`src/rtl/mod_sha256_compress.sv`:
```
// SHA-256 compression engine: 64 rounds over a..h fed by an external W[t] schedule, folded into a persistent H0..H7.
// Latency: START at E0 -> rounds at E1..E64 -> FINAL at E65 (DONE pulse, new H_OUT) -> next START accepted at E66.
// Backpressure: none; START/INIT are ignored while busy, and W_IN must be valid combinationally for W_IDX.
// Ports: CLK/RST (sync, active-high), START/INIT (IDLE-only commands), W_IDX/W_IN (schedule index and word),
//        BUSY/DONE (status), H_OUT = {H0..H7} with H0 in [255:224].
module mod_sha256_compress (
  input  logic         CLK,
  input  logic         RST,
  input  logic         START,
  input  logic         INIT,
  output logic [5:0]   W_IDX,
  input  logic [31:0]  W_IN,
  output logic         BUSY,
  output logic         DONE,
  output logic [255:0] H_OUT
);

  typedef enum logic [1:0] {S_IDLE, S_ROUND, S_FINAL} state_t;

  localparam logic [255:0] IV = {32'h6a09e667, 32'hbb67ae85, 32'h3c6ef372, 32'ha54ff53a,
                                 32'h510e527f, 32'h9b05688c, 32'h1f83d9ab, 32'h5be0cd19};

  localparam logic [31:0] K [64] = '{
    32'h428a2f98, 32'h71374491, 32'hb5c0fbcf, 32'he9b5dba5, 32'h3956c25b, 32'h59f111f1, 32'h923f82a4, 32'hab1c5ed5,
    32'hd807aa98, 32'h12835b01, 32'h243185be, 32'h550c7dc3, 32'h72be5d74, 32'h80deb1fe, 32'h9bdc06a7, 32'hc19bf174,
    32'he49b69c1, 32'hefbe4786, 32'h0fc19dc6, 32'h240ca1cc, 32'h2de92c6f, 32'h4a7484aa, 32'h5cb0a9dc, 32'h76f988da,
    32'h983e5152, 32'ha831c66d, 32'hb00327c8, 32'hbf597fc7, 32'hc6e00bf3, 32'hd5a79147, 32'h06ca6351, 32'h14292967,
    32'h27b70a85, 32'h2e1b2138, 32'h4d2c6dfc, 32'h53380d13, 32'h650a7354, 32'h766a0abb, 32'h81c2c92e, 32'h92722c85,
    32'ha2bfe8a1, 32'ha81a664b, 32'hc24b8b70, 32'hc76c51a3, 32'hd192e819, 32'hd6990624, 32'hf40e3585, 32'h106aa070,
    32'h19a4c116, 32'h1e376c08, 32'h2748774c, 32'h34b0bcb5, 32'h391c0cb3, 32'h4ed8aa4a, 32'h5b9cca4f, 32'h682e6ff3,
    32'h748f82ee, 32'h78a5636f, 32'h84c87814, 32'h8cc70208, 32'h90befffa, 32'ha4506ceb, 32'hbef9a3f7, 32'hc67178f2
  };

  function automatic logic [31:0] rotr(input logic [31:0] x, input int n);
    return (x >> n) | (x << (32 - n));
  endfunction

  state_t               state_q;
  logic [5:0]           t_q;
  logic [0:7][31:0]     v_q;   // working registers a..h, index 0 = a
  logic [0:7][31:0]     h_q;   // hash state H0..H7, index 0 = H0 (MSB of H_OUT)
  logic                 busy_q;
  logic                 done_q;

  logic [31:0] s0_d, s1_d, ch_d, maj_d, t1_d, t2_d;

  always_comb begin
    s1_d  = rotr(v_q[4], 6) ^ rotr(v_q[4], 11) ^ rotr(v_q[4], 25);
    ch_d  = (v_q[4] & v_q[5]) ^ (~v_q[4] & v_q[6]);
    s0_d  = rotr(v_q[0], 2) ^ rotr(v_q[0], 13) ^ rotr(v_q[0], 22);
    maj_d = (v_q[0] & v_q[1]) ^ (v_q[0] & v_q[2]) ^ (v_q[1] & v_q[2]);
    t1_d  = v_q[7] + s1_d + ch_d + K[t_q] + W_IN;
    t2_d  = s0_d + maj_d;
  end

  always_ff @(posedge CLK) begin
    if (RST) begin
      state_q <= S_IDLE;
      t_q     <= '0;
      v_q     <= '0;
      h_q     <= IV;
      busy_q  <= 1'b0;
      done_q  <= 1'b0;
    end else begin
      done_q <= 1'b0;
      case (state_q)
        S_IDLE: begin
          if (INIT) begin
            h_q    <= IV;
            busy_q <= 1'b0;
          end else if (START) begin
            v_q     <= h_q;
            t_q     <= '0;
            state_q <= S_ROUND;
            busy_q  <= 1'b1;
          end else begin
            // BUSY is held through the DONE cycle and drops on the first idle edge after it.
            busy_q <= 1'b0;
          end
        end
        S_ROUND: begin
          v_q <= {t1_d + t2_d, v_q[0], v_q[1], v_q[2], v_q[3] + t1_d, v_q[4], v_q[5], v_q[6]};
          // t wraps 63 -> 0, so W_IDX is back at 0 by the time FINAL runs.
          t_q <= t_q + 6'd1;
          if (t_q == 6'd63) state_q <= S_FINAL;
        end
        S_FINAL: begin
          for (int i = 0; i < 8; i++) h_q[i] <= h_q[i] + v_q[i];
          done_q  <= 1'b1;
          state_q <= S_IDLE;
        end
        default: state_q <= S_IDLE;
      endcase
    end
  end

  assign W_IDX = t_q;
  assign BUSY  = busy_q;
  assign DONE  = done_q;
  assign H_OUT = h_q;

endmodule

```
`config.mk`:
```
export PLATFORM = sky130hd
export DESIGN_NAME = mod_sha256_compress
export DESIGN_NICKNAME = d
export VERILOG_FILES = /design/src/rtl/mod_sha256_compress.sv
export SDC_FILE = /design/constraint.sdc
export NUM_CORES = 2
export LEC_CHECK = 0
export BUFFER_PORTS_ARGS = -buffer_cell sky130_fd_sc_hd__buf_2
export CORE_MARGIN = 5
export CORE_UTILIZATION = 25
export CTS_BUF_LIST = sky130_fd_sc_hd__clkbuf_8
export DETAILED_ROUTE_END_ITERATION = 10
export PLACE_DENSITY = 0.52
export SKIP_CTS_REPAIR_TIMING = 1
export SLEW_MARGIN = 0
export SYNTH_ARGS = -nofsm -noshare
export SYNTH_HDL_FRONTEND = slang
export SYNTH_SLANG_ARGS = --single-unit
```
`constraint.sdc`:
```
create_clock -name CLK -period 8.1 [get_ports CLK]
set_clock_uncertainty 0.1 [all_clocks]
set_input_delay 1.62 -clock CLK [delete_from_list [all_inputs] [get_ports CLK]]
set_output_delay 1.62 -clock CLK [all_outputs]
set_load 0.05 [all_outputs]
```
# After elaboration in Yosys (flattened, before gate mapping)
# Memories as Yosys holds them, arrays and structs flattened.
# Cells that the tools add are included.
[totals]
reg_bits = 522
romBits = 2048
input_bits = 36
output_inout_bits = 264
word_cells = 88
mem_count = 1
[classes]
addsub = 16
n_lt_le_gt_ge = 1
n_eq_ne = 7
muxes = 17
n_bitwise = 20
reduce_logical = 6
[mem_list]
columns = ["name", "words", "word_bits", "rd", "rd_clocked_by_memory_dff", "wr", "line", "source"]
rows = [
  ["(no name shown)", 64, 32, 1, 0, 0, "52", "t1_d = v_q[7] + s1_d + ch_d + K[t_q] + W_IN;"],
]
[op_table]
columns = ["cell", "count"]
rows = [
  ["256-bit case mux with 2 select lines", 2],
  ["256-bit 2-to-1 mux", 3],
  ["32-bit adder", 15],
  ["32-bit XOR", 7],
  ["32-bit AND", 5],
  ["32-bit 2-to-1 mux", 2],
  ["32-bit inverter", 1],
  ["10-bit by 32-bit bitwise OR with 32-bit output", 1],
  ["19-bit by 32-bit bitwise OR with 32-bit output", 1],
  ["21-bit by 32-bit bitwise OR with 32-bit output", 1],
  ["26-bit by 32-bit bitwise OR with 32-bit output", 1],
  ["30-bit by 32-bit bitwise OR with 32-bit output", 1],
  ["7-bit by 32-bit bitwise OR with 32-bit output", 1],
  ["6-bit 2-to-1 mux", 2],
  ["6-bit case mux with 2 select lines", 1],
  ["2-bit inequality test (second input constant)", 4],
  ["7-bit >= comparator (second input constant)", 1],
  ["6-bit inverter with 7-bit output", 1],
  ["6-bit by 1-bit adder with 6-bit output (second input constant)", 1],
  ["6-bit equality test (second input constant)", 1],
  ["2-bit 2-to-1 mux", 3],
  ["3-bit AND reduction", 2],
  ["2-bit case mux with 2 select lines", 1],
  ["2-bit nonzero test", 2],
  ["other kinds (5)", 7],
]

# Logic depth before layout (Yosys ltp)
[logic_depth]
depth_word = 9
depth_mapped = 37

# Least setup slack after synthesis
# No wires, ideal clock.
[synth_timing]
path_kind = "reg2reg"
start = "register t_q[2] (netlist: W_IDX[2])"
end = "register v_q[255] (netlist bit)"
arrival_ns = 8.186
slack_ns = -0.261
stages_incl_launch_ff = 32
cell_sequence = "dfxtp_1 > clkinv_1 > clkbuf_1 > clkbuf_1 > ha_1 > o21ai_0 > mux4_2 > fa_1 > inv_1 > ha_1 > a21o_1 > or4_1 > and3b_1 > o21a_1 > o21ai_0 > a21boi_0 > o21a_1 > nor2_1 > xnor2_1 > fa_1 > ha_1 > a21oi_1 > nand2_1 > nor3_1 > nor2b_1 > nor3_2 > a31oi_1 > a21oi_1 > a311o_1 > a21oi_1 > xor3_1 > o22ai_1"
[synth_via]
elab_chain_cells = 8
[synth_rtl]
columns = ["item", "line", "source"]
rows = [
  ["from (decl)", "39", "logic [5:0] t_q;"],
  ["from (signal assigned)", "84", "t_q <= t_q + 6'd1;"],
  ["6-bit inverter with 7-bit output (implied by the code)", "52", ""],
  ["memory read 64 x 32 bit", "-", ""],
  ["32-bit 2-to-1 mux (implied by the code) (2 in series)", "52", ""],
  ["32-bit adder (2 in series)", "52", ""],
  ["32-bit adder", "82", "v_q <= {t1_d + t2_d, v_q[0], v_q[1], v_q[2], v_q[3] + t1_d, v_q[4], v_q[5], v_q[6]};"],
  ["256-bit case mux with 2 select lines", "66", "case (state_q)"],
  ["to (signal assigned)", "72", "v_q <= h_q;"],
  ["to (signal assigned)", "82", ""],
  ["to (decl)", "40", "logic [0:7][31:0] v_q;"],
]
# Every way passes these cells. The select of a mux whose other input is x is not followed.
# A chain may end at the register's enable or synchronous reset.

# Worst setup path in the final report
[layout_timing]
start = "register v_q[121] (netlist bit)"
end = "register v_q[255] (netlist bit)"
[layout_via]
elab_chain_cells = 9
word_cells_on_any_way = 15
cone_classes = "add/sub: 5; mux: 1; bitwise: 9"
[layout_rtl]
columns = ["item", "line", "source"]
rows = [
  ["21-bit by 32-bit bitwise OR with 32-bit output or 26-bit by 32-bit bitwise OR with 32-bit output (tied branches)", "35", "return (x >> n) | (x << (32 - n));"],
  ["32-bit XOR (2 in series)", "48", "s1_d = rotr(v_q[4], 6) ^ rotr(v_q[4], 11) ^ rotr(v_q[4], 25);"],
  ["32-bit adder", "52", ""],
  ["32-bit adder (*) (3 in series)", "52", ""],
  ["32-bit adder (*)", "82", ""],
  ["256-bit case mux with 2 select lines (*)", "66", ""],
]
# Mark *: on every way between the ends. The rest lies on a longest branch, timed or not.

==> flow_summary.yaml <==
outcome:
  outcome: "finished clean"
clock_network:
  worstSkewPairLatency_ns: 0.82
  cts_root_buffer: "clkbuf_8"
  cts_tree: "done"
  clock_sinks: 522
  clockBufferDepth: 3
  cts.clk_slew.worst_paths_ns: 0.06
  numCtsBuffers: 100
  cts_max_level: 3
sta:
  setup_tns_ns: 0
  fin_crit_ns: 7.924
  fin_ws_ns: 0.1757
  clock.fmax_mhz: 126.2
  relSlewSlack: 0.07924
  hold_violations: 0
  finalSetupViolations: 0
  fin_crit_sh: 0.9783
  finalMaxSlewViolations: 0
  tightest_slew_ns: 1.367
synthesis:
  ys_seq_area_frac: 0.2448
  syn-num-nets: 5875
  synth_top_area_cell: "dfxtp_1"
  synth_edf_count: 0
  syn_area_sq_um: 42700
  synth.avg_cell_area_sq_um: 7.998
  synthFlopType: "dfxtp_1"
  synth_top_area_frac: 0.2448
  synthDistinctLibCells: 101
  ys_ff_latch: 522
  synthTopCellsByArea: "dfxtp_1, ha_1, a21oi_1, fa_1, xnor2_1"
  async_flop_share: 0
  syn_inst: 5338
  synth_warnings: 0
floorplan:
  die_width_microns: 423.3
  start_util: 0.2517
  num_io_pins: 300
  dieArea_sq_um: 179100
  rows: 151
  core_area_sq_um: 169700
  fp.dieH_microns: 423.3
finish:
  syn_to_final_growth_pct: 18.19
  fin_cells: 8039
  fillers: 18370
  final_layout_size_suffix_gt1_frac: 0.1549
  layout_common_cells: "a21oi_1, dfxtp_1, nand2_1"
  finalCoreUtilization: 0.2974
  final_nets: 6289
  final_common_cell: "a21oi_1"
placement:
  dpl.cell_count: 7868
  io_buffers: 299
  hpwl_microns: 157300
  place_congestion: 0.9838
  post-place-ws_ns: -0.7920
grt:
  overflow: 0
  grt_max_degree: 119
  use_met2: 0.3632
  use_met3: 0.03448
  use_met1: 0.2706
  antenna_found_initial: 6
  grt_pass1_vias: 40670
  grt_pass1_wl_microns: 288700
  track_usage: 0.2164
  top_usage_layer: "met2"
routing:
  ant_nets: 0
  drt_iter0_markers: 3700
  wl_per_cell_microns: 25.20
  via_count: 42440
  drt_first_pass_iters: 5
  drcViolationCount: 0
  viasPerCell: 5.280
  totalWireLength_microns: 202600
critical_path:
  cp_common_cell: "fa_1"
  path_class: "reg2reg"
  cpPeakStageDelay_ns: 0.67
  crit_fanout: 4
  worstSetupStartpointType: "flop"
  endpoint_kind: "flop"
  cp.arrival_ns: 8.55
  cp.required_ns: 8.73
  slowest_stage: "dfxtp_1"
flow_run:
  drv_cap: 0
worst_hold_path:
  min_path_type: "reg2reg"
==> state kept, by name, summed over array words and instances, names as in the netlist <==
register / cells
W_IDX: 6
state_q: 2
H_OUT: 256
v_q: 256
BUSY: 1
DONE: 1
==> synth_stat cells (11+ instances only) <==
library cell    n
a2111oi_0      14
a211o_1        11
a211oi_1       62
a21o_1        160
a21oi_1       643
a221oi_1       15
a22o_1         17
a22oi_1       213
a311oi_1       19
a31oi_1        33
and3_1         26
buf_1          32
clkbuf_1      281
dfxtp_1       522
fa_1          133
ha_1          368
inv_1         338
maj3_1         21
mux2_2         33
mux2i_1        46
mux4_2         17
nand2_1       496
nand2b_1       69
nand3_1        74
nand4_1        15
nor2_1        402
nor2b_1        38
nor3_1         53
nor3b_1        11
nor4_1         15
o211ai_1       28
o21a_1         57
o21ai_0       316
o21ai_1        25
o21bai_1       47
o22ai_1        23
o31ai_1        30
or2_2          16
or3_1          35
xnor2_1       247
xor2_1        158
==> kinds of logic (layout without fill, tap and decap cells) <==
| kind of cell | after synthesis | in the layout | share of synthesized area |
|---|---|---|---|
| flops | 522 | 522 | 0.2448 |
| simple gates | 1282 | 1282 | 0.1335 |
| compound gates | 1850 | 1850 | 0.2755 |
| mux | 96 | 96 | 0.02846 |
| fa+ha+maj | 522 | 522 | 0.1751 |
| xor+xnor | 407 | 407 | 0.08416 |
| buf+inv | 659 | 1139 | 0.05855 |
| other cells | 0 | 3 | 0 |
==> layout make-up <==
class / instances / area, sq um / share of cell area
Antenna cell: 3 / 7.507 / 0.0001488
Clock buffer: 120 / 1652 / 0.03273
Clock inverter: 48 / 279.0 / 0.005529
Inverter: 342 / 1292 / 0.02561
Multi-Input combinational cell: 4157 / 29920 / 0.5930
Sequential cell: 522 / 10460 / 0.2073
Tap cell: 2218 / 2775 / 0.05499
Timing Repair Buffer: 629 / 4075 / 0.08075
==> stage by stage <==
step	area [sq um]	hold WS [ns]
2_1_floorplan	42730	0.3486
3_3_place_gp	48440	0.3593
3_5_place_dp	48440	0.3644
4_1_cts	50370	0.3730
5_1_grt	50460	0.3947
6_report	50460	0.3729
==> final timing paths <==
check             slack, ns  depth (start not counted)       end     start
hold reg to reg        0.37                          2   v_q[16]   v_q[16]
setup reg to reg       0.18                         28  v_q[255]  v_q[121]
hold / removal         0.37                          2   v_q[16]   v_q[16]
setup / recovery       0.18                         28  v_q[255]  v_q[121]
==> worst max-delay path, delay by kind of cell (launching register included) <==
family                   cells  cell delay, ns
flip-flops                   1            0.67
buffers and inverters        5            0.73
adder cells (fa/ha/maj)      6            2.45
XOR/XNOR                     4            1.13
AND/OR/NAND/NOR              2            0.41
AO/OA/AOI/OAI               11            2.31
==> metal layers <==
layer	up-vias	part of all wire
li1	19840	-
met3	352	0.060
met1	20700	0.42
met4	0	0.055
met2	1549	0.47
met5	-	0
Power is not shown: default switching activity piles up to over one toggle a cycle in this logic, so the estimate is an artifact.
